===== config.mk =====
export PLATFORM = sky130hd
export DESIGN_NAME = prog_loader_flat
export DESIGN_NICKNAME = d
export VERILOG_FILES = /design/src/rtl/prog_loader_pkg.sv /design/src/rtl/prog_loader_if.sv /design/src/rtl/prog_loader_byte_assembler.sv /design/src/rtl/prog_loader.sv /design/src/flat_wrapper.sv
export SDC_FILE = /design/constraint.sdc
export NUM_CORES = 1
export LEC_CHECK = 0
export BUFFER_PORTS_ARGS = -buffer_cell sky130_fd_sc_hd__buf_2
export CORE_AREA = 2 2 89 134
export CTS_BUF_LIST = sky130_fd_sc_hd__clkbuf_16
export DETAILED_ROUTE_END_ITERATION = 7
export DIE_AREA = 0 0 91 136
export PLACE_DENSITY = 0.69
export SYNTH_ARGS = -nofsm -noshare
export SYNTH_HDL_FRONTEND = slang
export SYNTH_HIERARCHICAL = 1
export SYNTH_SLANG_ARGS = --single-unit

===== constraint.sdc =====
create_clock -name clk -period 3.8 [get_ports clk]
set_clock_uncertainty 0.1 [all_clocks]
set_input_delay 0 -clock clk [delete_from_list [all_inputs] [get_ports clk]]
set_output_delay 0 -clock clk [all_outputs]
set_load 0.01 [all_outputs]

===== src/rtl/prog_loader_pkg.sv =====
// Shared types and stream-format constants for the boot-time program loader.
// Optional build macro: CHECKSUM_EN adds the trailing checksum field and CSUM state.
package prog_loader_pkg;

   localparam int unsigned HDR_BYTES  = 4;
   localparam int unsigned WORD_BYTES = 4;

   typedef enum logic [2:0] {
      ST_HDR,
      ST_DATA,
      ST_WR,
`ifdef CHECKSUM_EN
      ST_CSUM,
`endif
      ST_DONE,
      ST_ERROR
   } loader_state_t;

   // Byte address of word idx; wraps modulo 2^32.
   function automatic logic [31:0] word_addr(input logic [31:0] base, input logic [31:0] idx);
      return base + idx * 32'(WORD_BYTES);
   endfunction

endpackage


===== src/rtl/prog_loader_if.sv =====
// Byte-stream valid/ready handshake between the image source and the loader.
interface prog_loader_if;

   logic       in_valid;
   logic [7:0] in_data;
   logic       in_ready;

   modport master (output in_valid, output in_data, input  in_ready);
   modport slave  (input  in_valid, input  in_data, output in_ready);

endinterface


===== src/rtl/prog_loader_byte_assembler.sv =====
// Collects four stream bytes into a little-endian 32-bit word (first byte -> bits [7:0]).
module byte_assembler
   import prog_loader_pkg::*;
(
   input  logic        clk,
   input  logic        reset,
   input  logic        clear,
   input  logic        byte_en,
   input  logic [7:0]  byte_in,
   output logic [31:0] word,
   output logic        word_valid
);

   localparam logic [1:0] LAST = 2'(WORD_BYTES - 1);

   logic [1:0]  cnt;
   // Only the three earlier bytes need storage; the fourth is taken straight from byte_in.
   logic [23:0] shreg;

   always_ff @(posedge clk) begin
      if (reset || clear) begin
         cnt   <= '0;
         shreg <= '0;
      end else if (byte_en) begin
         cnt   <= cnt + 2'd1;
         shreg <= {byte_in, shreg[23:8]};
      end
   end

   assign word       = {byte_in, shreg};
   assign word_valid = byte_en && (cnt == LAST);

endmodule


===== src/rtl/prog_loader.sv =====
// Boot loader: streams a counted LE word image into memory and holds the core until done.
// Optional build macro: CHECKSUM_EN verifies a trailing 32-bit sum of the data words.
module prog_loader
   import prog_loader_pkg::*;
#(
   parameter logic [31:0] BASE_ADDR = 32'h0000_0000,
   parameter int unsigned MAX_WORDS = 256,
   parameter int unsigned CNT_W     = 16
) (
   input  logic              clk,
   input  logic              reset,
   prog_loader_if.slave      stream,
   input  logic              reload,
   output logic              mem_we,
   output logic [31:0]       mem_addr,
   output logic [31:0]       mem_wdata,
   output logic              core_hold,
   output logic              done,
   output logic              err
);

   loader_state_t    state;
   logic             ready_q;
   logic [CNT_W-1:0] wcnt;
   logic [CNT_W-1:0] n_words;
   logic             byte_en;
   logic             asm_clear;
   logic [31:0]      word;
   logic             word_valid;
`ifdef CHECKSUM_EN
   logic [31:0]      sum_q;
`endif

   assign stream.in_ready = ready_q;
   assign byte_en         = stream.in_valid && ready_q;
   assign asm_clear       = reload && (state == ST_DONE || state == ST_ERROR);

   byte_assembler u_asm (
      .clk        (clk),
      .reset      (reset),
      .clear      (asm_clear),
      .byte_en    (byte_en),
      .byte_in    (stream.in_data),
      .word       (word),
      .word_valid (word_valid)
   );

   always_ff @(posedge clk) begin
      if (reset) begin
         state     <= ST_HDR;
         ready_q   <= 1'b1;
         mem_we    <= 1'b0;
         mem_addr  <= BASE_ADDR;
         mem_wdata <= '0;
         core_hold <= 1'b1;
         done      <= 1'b0;
         err       <= 1'b0;
         wcnt      <= '0;
         n_words   <= '0;
`ifdef CHECKSUM_EN
         sum_q     <= '0;
`endif
      end else begin
         mem_we <= 1'b0;
         case (state)
            ST_HDR: begin
               if (word_valid) begin
                  if (word > MAX_WORDS) begin
                     state   <= ST_ERROR;
                     ready_q <= 1'b0;
                     err     <= 1'b1;
                  end else if (word == '0) begin
`ifdef CHECKSUM_EN
                     state     <= ST_CSUM;
`else
                     state     <= ST_DONE;
                     ready_q   <= 1'b0;
                     core_hold <= 1'b0;
                     done      <= 1'b1;
`endif
                  end else begin
                     n_words <= CNT_W'(word);
                     state   <= ST_DATA;
                  end
               end
            end
            ST_DATA: begin
               if (word_valid) begin
                  state     <= ST_WR;
                  ready_q   <= 1'b0;
                  mem_we    <= 1'b1;
                  mem_addr  <= word_addr(BASE_ADDR, 32'(wcnt));
                  mem_wdata <= word;
`ifdef CHECKSUM_EN
                  sum_q     <= sum_q + word;
`endif
               end
            end
            ST_WR: begin
               wcnt <= wcnt + CNT_W'(1);
               if ((wcnt + CNT_W'(1)) == n_words) begin
`ifdef CHECKSUM_EN
                  state     <= ST_CSUM;
                  ready_q   <= 1'b1;
`else
                  state     <= ST_DONE;
                  core_hold <= 1'b0;
                  done      <= 1'b1;
`endif
               end else begin
                  state   <= ST_DATA;
                  ready_q <= 1'b1;
               end
            end
`ifdef CHECKSUM_EN
            ST_CSUM: begin
               if (word_valid) begin
                  ready_q <= 1'b0;
                  if (word == sum_q) begin
                     state     <= ST_DONE;
                     core_hold <= 1'b0;
                     done      <= 1'b1;
                  end else begin
                     state <= ST_ERROR;
                     err   <= 1'b1;
                  end
               end
            end
`endif
            ST_DONE, ST_ERROR: begin
               if (reload) begin
                  state     <= ST_HDR;
                  ready_q   <= 1'b1;
                  mem_addr  <= BASE_ADDR;
                  core_hold <= 1'b1;
                  done      <= 1'b0;
                  err       <= 1'b0;
                  wcnt      <= '0;
                  n_words   <= '0;
`ifdef CHECKSUM_EN
                  sum_q     <= '0;
`endif
               end
            end
            default: begin
               state   <= ST_ERROR;
               ready_q <= 1'b0;
               err     <= 1'b1;
            end
         endcase
      end
   end

endmodule

===== src/flat_wrapper.sv =====
// flat-port wrapper written by rule: the top's interface ports become plain ports
module prog_loader_flat import prog_loader_pkg::*;
#(
   parameter logic [31:0] BASE_ADDR = 32'h0000_0000,
   parameter int unsigned MAX_WORDS = 256,
   parameter int unsigned CNT_W     = 16
)
  (clk, reset, reload, mem_we, mem_addr, mem_wdata, core_hold, done, err, stream_in_valid, stream_in_data, stream_in_ready);
  prog_loader_if stream_i ();
  input  logic clk;
  input  logic reset;
  input  logic reload;
  output logic mem_we;
  output logic [31:0] mem_addr;
  output logic [31:0] mem_wdata;
  output logic core_hold;
  output logic done;
  output logic err;
  input wire logic [$bits(stream_i.in_valid)-1:0] stream_in_valid;
  input wire logic [$bits(stream_i.in_data)-1:0] stream_in_data;
  output wire logic [$bits(stream_i.in_ready)-1:0] stream_in_ready;
  assign stream_i.in_valid = stream_in_valid;
  assign stream_i.in_data = stream_in_data;
  assign stream_in_ready = stream_i.in_ready;
  prog_loader #(.BASE_ADDR(BASE_ADDR), .MAX_WORDS(MAX_WORDS), .CNT_W(CNT_W)) u_core (.clk(clk), .reset(reset), .stream(stream_i), .reload(reload), .mem_we(mem_we), .mem_addr(mem_addr), .mem_wdata(mem_wdata), .core_hold(core_hold), .done(done), .err(err));
endmodule

==> results of run 1 <==
where the power goes:
part / switching [mW] / internal [mW] / total (mW)
logic: 0.0625 / 0.0380 / 0.101
registers: 0.0156 / 1.21 / 1.23
clock network: 0.532 / 0.943 / 1.48
total: 0.610 / 2.19 / 2.80
metal layers:
layer	vias to the layer above	track usage	routed length [um]
met3	29	0.0466	497
met1	2021	0.213	4790
met5	-	0	0
met2	126	0.369	6500
li1	2119	-	-
met4	0	0.101	307
stage by stage:
step / utilization / std cells
after global routing: 0.526 / 810
after global placement: 0.469 / 770
after floorplan: - / 611
after detailed placement: 0.469 / 770
after CTS: 0.526 / 810
final: 0.526 / 810
sequential cells by signal, summed over array words and instances (netlist names), 2 cells and up:
signal and flops:
u_core/mem_wdata 32, u_core/wcnt 16, u_core/u_asm/cnt 2, u_core/n_words 16, u_core/u_asm/shreg 24, u_core/state 3, u_core/mem_addr 16
synthesized netlist by cell type (all sizes together):
| cell type | count | area (um2) |
|---|---|---|
| dfxtp | 114 | 2280 |
| nand2 | 87 | 327 |
| nor2 | 69 | 262 |
| a21oi | 68 | 340 |
| buf | 36 | 292 |
| clkbuf | 27 | 101 |
| mux2i | 26 | 260 |
| nand3 | 24 | 125 |
| xnor2 | 18 | 158 |
| a22o | 16 | 141 |
| o21ai | 16 | 80.1 |
| nor3 | 11 | 60.1 |
| nor4 | 10 | 62.6 |
| and2 | 9 | 56.3 |
| inv | 7 | 26.3 |
| xor2 | 7 | 61.3 |
| a31oi | 5 | 31.3 |
| nand4 | 4 | 40.0 |
| or4 | 4 | 35.0 |
| a211oi | 3 | 22.5 |
| and3 | 3 | 20.0 |
| or3 | 3 | 18.8 |
| a2111oi | 2 | 36.3 |
| a21boi | 2 | 15.0 |
| a21o | 2 | 15.0 |
| a311oi | 2 | 17.5 |
| ha | 2 | 25.0 |
| nand3b | 2 | 15.0 |
| nand4b | 2 | 17.5 |
| nor2b | 2 | 12.5 |
| or2 | 2 | 12.5 |
| a22oi | 1 | 7.51 |
| a32o | 1 | 10.0 |
| and2b | 1 | 7.51 |
| conb | 1 | 3.75 |
| mux2 | 1 | 15.0 |
| o211a | 1 | 10.0 |
| o211ai | 1 | 7.51 |
| o21a | 1 | 7.51 |
| o311ai | 1 | 8.76 |
| o31a | 1 | 8.76 |
| o41ai | 1 | 8.76 |
repair_timing:
action	4_1_cts	5_1_grt
gates resized for setup	0	0
hold endpoints to repair	19	0
hold buffers	9	0
critical path: cells and delay by family, from the launching register on:
| family | cells | cell delay, ns |
|---|---|---|
| and+or+nand+nor | 3 | 1.10 |
| AOI/OAI and AO/OA | 3 | 0.61 |
| DFF | 1 | 0.53 |
| adders and majority gates | 1 | 0.33 |
| muxes | 1 | 0.33 |
logic make-up after synthesis:
group           after synthesis  synth area share
fa+ha+maj                     2           0.00494
flops                       114             0.451
other cells                   1          0.000741
compound gates              124             0.152
xor+xnor                     25            0.0432
simple gates                233             0.212
mux                          27            0.0544
buf+inv                      70            0.0828
layout by cell type (no fill, tap or decap), types with 2 or more instances in the layout:
cell           instances
dfxtp_1              114
nand2_1               87
nor2_1                68
a21oi_1               68
buf_2                 64
mux2i_1               26
nand3_1               23
xnor2_1               18
clkbuf_16             17
o21ai_0               16
conb_1                16
a22o_1                15
inv_1                 10
nor3_1                10
nor4_1                10
dlygate4sd3_1          9
and2_1                 9
buf_4                  8
xor2_1                 7
a31oi_1                5
clkinv_2               4
clkinvlp_4             3
or3_1                  3
nand4_1                3
a211oi_1               3
bufinv_16              2
or4_1                  2
and3_1                 2
a21boi_0               2
a21o_1                 2
nand4b_1               2
a311oi_1               2
nand3b_1               2
nor2b_1                2
ha_1                   2
worst min-delay path by stage:
stage / startpoint / to / slack, ns / cells after the start
6_report: reset / u_core/wcnt[0] / 0.05 / 2
5_1_grt: reset / u_core/wcnt[1] / 0.07 / 2
4_1_cts: reset / u_core/wcnt[0] / 0.03 / 2
3_5_place_dp: reload / u_core/state[1] / 0.17 / 2
3_3_place_gp: reload / u_core/state[1] / 0.16 / 2
2_1_floorplan: reload / u_core/state[1] / 0.01 / 1
final cells by class:
| type | count | area, um2 |
|---|---|---|
| Fill cell | 1085 | 5350 |
| Multi-Input combinational cell | 427 | 2420 |
| Sequential cell | 114 | 2280 |
| Timing Repair Buffer | 81 | 470 |
| Clock buffer | 17 | 425 |
| Tap cell | 150 | 188 |
| Clock inverter | 14 | 126 |
| Inverter | 7 | 26.3 |
==> summary.md, run 1 <==
| Metric | Value |
|---|---|
| Fin crit period | `3.11 ns` |
| Layout cell share with drive strength beyond 1 | `0.167` |
| GPL Wtd Cong | `0.882` |
| Die width | `91 um` |
| Cell area after layout | `5940 um2` |
| CTS tree | `yes` |
| Tot Pwr | `2.80 mW` |
| Crit. End Element | `register` |
| GRT Util Overall | `0.200` |
| Vias in the first global route | `4,219` |
| CP max FO | `8` |
| Nets | `662` |
| Req. time, crit path | `3.99 ns` |
| Pre-CTS WS | `0.703 ns` |
| CTS clk-pin slew, worst paths | `0.05 ns` |
| Crit path kind | `register to register` |
| Critical-path cell list | `ha_1, nand3_1, nor3_1, a31oi_1, or4_4, a2111oi_4, a31oi_1, mux2_4` |
| Via Count | `4,295` |
| Post-CTS Repair Setup Buffers | `0` |
| Final Setup Violations | `0` |
| Fin crit share | `0.819` |
| Clock sinks | `114` |
| Critical path arrival | `3.31 ns` |
| HPWL Detailed | `8310 um` |
| Hold slack | `0.0538 ns` |
| Mean Syn Cell Area | `8.50 um2` |
| H-tree Lvls | `4` |
| Worst-skew pair later-pin latency | `0.41 ns` |
| Drt initial violations | `211` |
| Drt wl/cell | `14.9 um` |
| Final WS setup | `0.688 ns` |
| Register area share after synthesis | `0.451` |
| Max Slew Vio Count | `0` |
| GR Overflow Total | `0` |
| Unrepaired setup endpoints after global routing | `no` |
| Worst Tran Pin Value | `1.11 ns` |
| Port bufs | `64` |
| Cell Area, Synth | `5060 um2` |
| Clock Path Buffers | `2` |
| Area of the core | `11,300 um2` |
| Pleak | `2.42 nW` |
| Syn-to-layout area delta | `17.2%` |
| CP peak stage delay | `0.53 ns` |
| Worst min-delay path category | `input port to register` |
| Clk root buf | `clkbuf_16` |
| Largest net degree at the start of global routing | `43` |
| Worst R2R Start | `u_core/wcnt[0]` |
| Synth cell types | `55` |
| Top cell by count, worst path | `a31oi_1` |
| R2R Path End | `u_core/done` |
| Maxcap violations | `0` |
| Initial Util | `0.448` |
| Final WL | `12,100 um` |
| Fin. Hold Viols | `0` |
| First-pass GRT wire length | `19,900 um` |
| Slowest library cell on the worst path | `dfxtp_1` |
| Flop2flop setup slack | `0.69 ns` |
| Ys Warns | `6` |
| Die height | `136 um` |
| Post-DP Area | `5300 um2` |
| Pwr dens | `472 nW/um2` |
| Setup Total Neg Slack | `0 ns` |
| Row cnt | `48` |
| Post-synthesis instance total | `596` |
| Reg2Reg Depth | `8` |
| Crit path to | `u_core/done` |
| Full die area | `12,400 um2` |
| Post-DRT Antenna Nets | `0` |
| Initial antenna violation count | `0` |
| Critical Path Start Type | `register` |
| VDD IR max | `0.352 mV` |
| Ports | `81` |
| Status | `complete, no violations` |
| DRC violations left | `0` |
| Critical path origin | `u_core/wcnt[0]` |
| Yosys reg bits | `114` |
| Via-to-Cell Ratio | `5.30` |
| CTS Buf Count | `17` |
| Diode count | `0` |
| Relative slew slack | `0.257` |
| FMAX | `321 MHz` |
| DR pass1 iterations | `7` |
No activity file was read; power rests on OpenSTA's default activity.
==> run 2, diff against run 1 <==
Settings changed: PLACE_DENSITY 0.69 to 0.71.
Clock period 3.8 ns to 2.55 ns, I/O delays scaled along.
==> run 2 against run 1 <==
  * Sequential power is 48% higher
  * Via count grew 6.4%
  * Die area is the same
  * Critical path type unchanged
==> summary.md, run 2 (synthesis results as in run 1) <==
| Metric | Value |
|---|---|
| P_sw | `997 uW` |
| Slowest library cell on the worst path | `or4_4` |
| Clock power share | `0.538` |
| Tot Pwr | `4.31 mW` |
| Critical path arrival | `2.72 ns` |
| WP depth | `9` |
| Critical Path Start Type | `register` |
| HPWL Detailed | `8960 um` |
| DRC violations left | `0` |
| Ports | `81` |
| H-tree Lvls | `4` |
| GR Overflow Total | `0` |
| Crit path kind | `register to register` |
| Worst-skew pair later-pin latency | `0.41 ns` |
| CTS tree | `yes` |
| Cell area after layout | `6530 um2` |
| Fin crit share | `0.990` |
| Die width | `91 um` |
| Post-Place Cells | `814` |
| Req. time, crit path | `2.75 ns` |
| Crit. End Element | `register` |
| Syn-to-layout area delta | `29.0%` |
| CTS clk-pin slew, worst paths | `0.06 ns` |
| Full die area | `12,400 um2` |
| CP peak stage delay | `0.55 ns` |
| Drt initial violations | `197` |
| Final Setup Violations | `0` |
| Relative slew slack | `0.152` |
| Clock sinks | `114` |
| Sw Share | `0.231` |
| Clock Path Buffers | `2` |
| Unrepaired setup endpoints after global routing | `yes` |
| Pleak | `2.74 nW` |
| Worst Tran Pin Value | `1.27 ns` |
| Largest net degree at the start of global routing | `51` |
| CP max FO | `2` |
| Reg2Reg Depth | `9` |
| Fill cells | `1,020` |
| GPL Wtd Cong | `0.917` |
| Hold Crit Depth | `6` |
| Pwr dens | `659 nW/um2` |
| Reg power frac | `0.423` |
| DR pass1 iterations | `5` |
| VDD IR max | `0.588 mV` |
| Area of the core | `11,300 um2` |
| Final WL | `13,300 um` |
| Most common cell after layout, fill and taps aside | `dfxtp_1` |
| FMAX | `396 MHz` |
| Post-DRT Antenna Nets | `0` |
| Port bufs | `64` |
| Layout cell share with drive strength beyond 1 | `0.255` |
| Fin. Hold Viols | `0` |
| Die height | `136 um` |
| Max Slew Vio Count | `0` |
| Hold slack | `0.268 ns` |
| Layout Cells excl Fill | `865` |
| Initial Util | `0.448` |
| Most frequent cells in the layout | `107 x dfxtp_1, 87 x nand2_1, 68 x a21oi_1` |
| Nets | `716` |
| Row cnt | `48` |
| Comb power frac | `0.039` |
| Vias in the first global route | `4,556` |
| Maxcap violations | `0` |
| Initial antenna violation count | `0` |
| Diode count | `0` |
| Number of flip-flops in the largest register | `32` |
| CTS Buf Count | `17` |
| Via-to-Cell Ratio | `5.28` |
| Status | `complete, no violations` |
| Via Count | `4,568` |
| Worst path bufs/invs | `1` |
| Clk root buf | `clkbuf_16` |
| Worst min-delay path category | `input port to register` |
| Top delay family on crit path | `simple AND/OR/NAND/NOR gates` |
| Post-DP Area | `5680 um2` |
| Fin crit period | `2.52 ns` |
| Flop2flop setup slack | `0.03 ns` |
| GRT Util Overall | `0.215` |
| Regs by FF count | `u_core/mem_wdata x32, u_core/u_asm/shreg x24` |
| First-pass GRT wire length | `21,300 um` |
| Biggest register | `u_core/mem_wdata` |
| Internal power | `3.31 mW` |
| Drt wl/cell | `15.4 um` |
| Critical-path cell list | `ha_4, buf_6, and3_4, xnor2_2, nand3_1, or4_4, a2111oi_4, a31oi_2, mux2_4` |
run 2: cell count changes in the layout (fill, tap and decap cells not counted), moves of 3 or more:
| cell | delta |
|---|---|
| buf_4 | +42 |
| inv_1 | -3 |
| dlygate4sd3_1 | +8 |
| dfxtp_2 | +6 |
| dfxtp_1 | -7 |
| buf_6 | +3 |
run 2: worst paths after layout:
path / endpoint / from
setup / recovery: u_core/done / u_core/wcnt[0]
setup reg to reg: u_core/done / u_core/wcnt[0]
hold / removal: u_core/state[1] / stream_in_valid
hold reg to reg: u_core/mem_wdata[10] / u_core/mem_wdata[10]
run 2: cell type report:
cell class              count  area (um2)  area share
inverters                   7        26.3     0.00402
clock inverters            15         159      0.0243
flip-flops and latches    114        2290       0.351
well taps                 150         188      0.0287
clock buffers              17         425      0.0651
repair buffers            135         920       0.141
multi-input cells         427        2520       0.386
run 2: worst register-to-register path, stage by stage (launching register included):
cell and delay (ns):
dfxtp_4 0.35, ha_4 0.17, buf_6 0.11, and3_4 0.18, xnor2_2 0.12, nand3_1 0.12
or4_4 0.55, a2111oi_4 0.24, a31oi_2 0.16, mux2_4 0.31
run 2: what timing repair did:
item                       4_1_cts  5_1_grt
buffers inserted                 0        2
hold buffers                    17        0
cloned                           0        0
resized for setup               10       13
hold endpoints to repair        29        0
pin swaps                        5        3
setup endpoints to repair        4       27
run 2: per-layer routing:
layer | global-route usage | routed length, um
met1 | 0.218 | 5000
met2 | 0.408 | 7370
met3 | 0.0582 | 646
met4 | 0.0960 | 298
met5 | 0 | 0
run 2: stage by stage:
step | utilization | setup WS (ns) | setup TNS (ns)
final | 0.579 | 0.0261 | 0
after CTS | 0.572 | 0.000215 | 0
after floorplan | - | -0.147 | -0.147
after global placement | 0.503 | -0.114 | -0.297
after global routing | 0.579 | -0.0469 | -0.0966
after detailed placement | 0.503 | -0.222 | -0.687
run 2: power groups by stage:
stage,Sequential (mW),Clock [mW],Combinational (mW)
3_5_place_dp,1.86,0,0.152
6_report,1.82,2.32,0.168
5_1_grt,1.82,2.42,0.183
3_3_place_gp,1.86,0,0.148
2_1_floorplan,1.85,0,0.141
4_1_cts,1.82,2.35,0.165
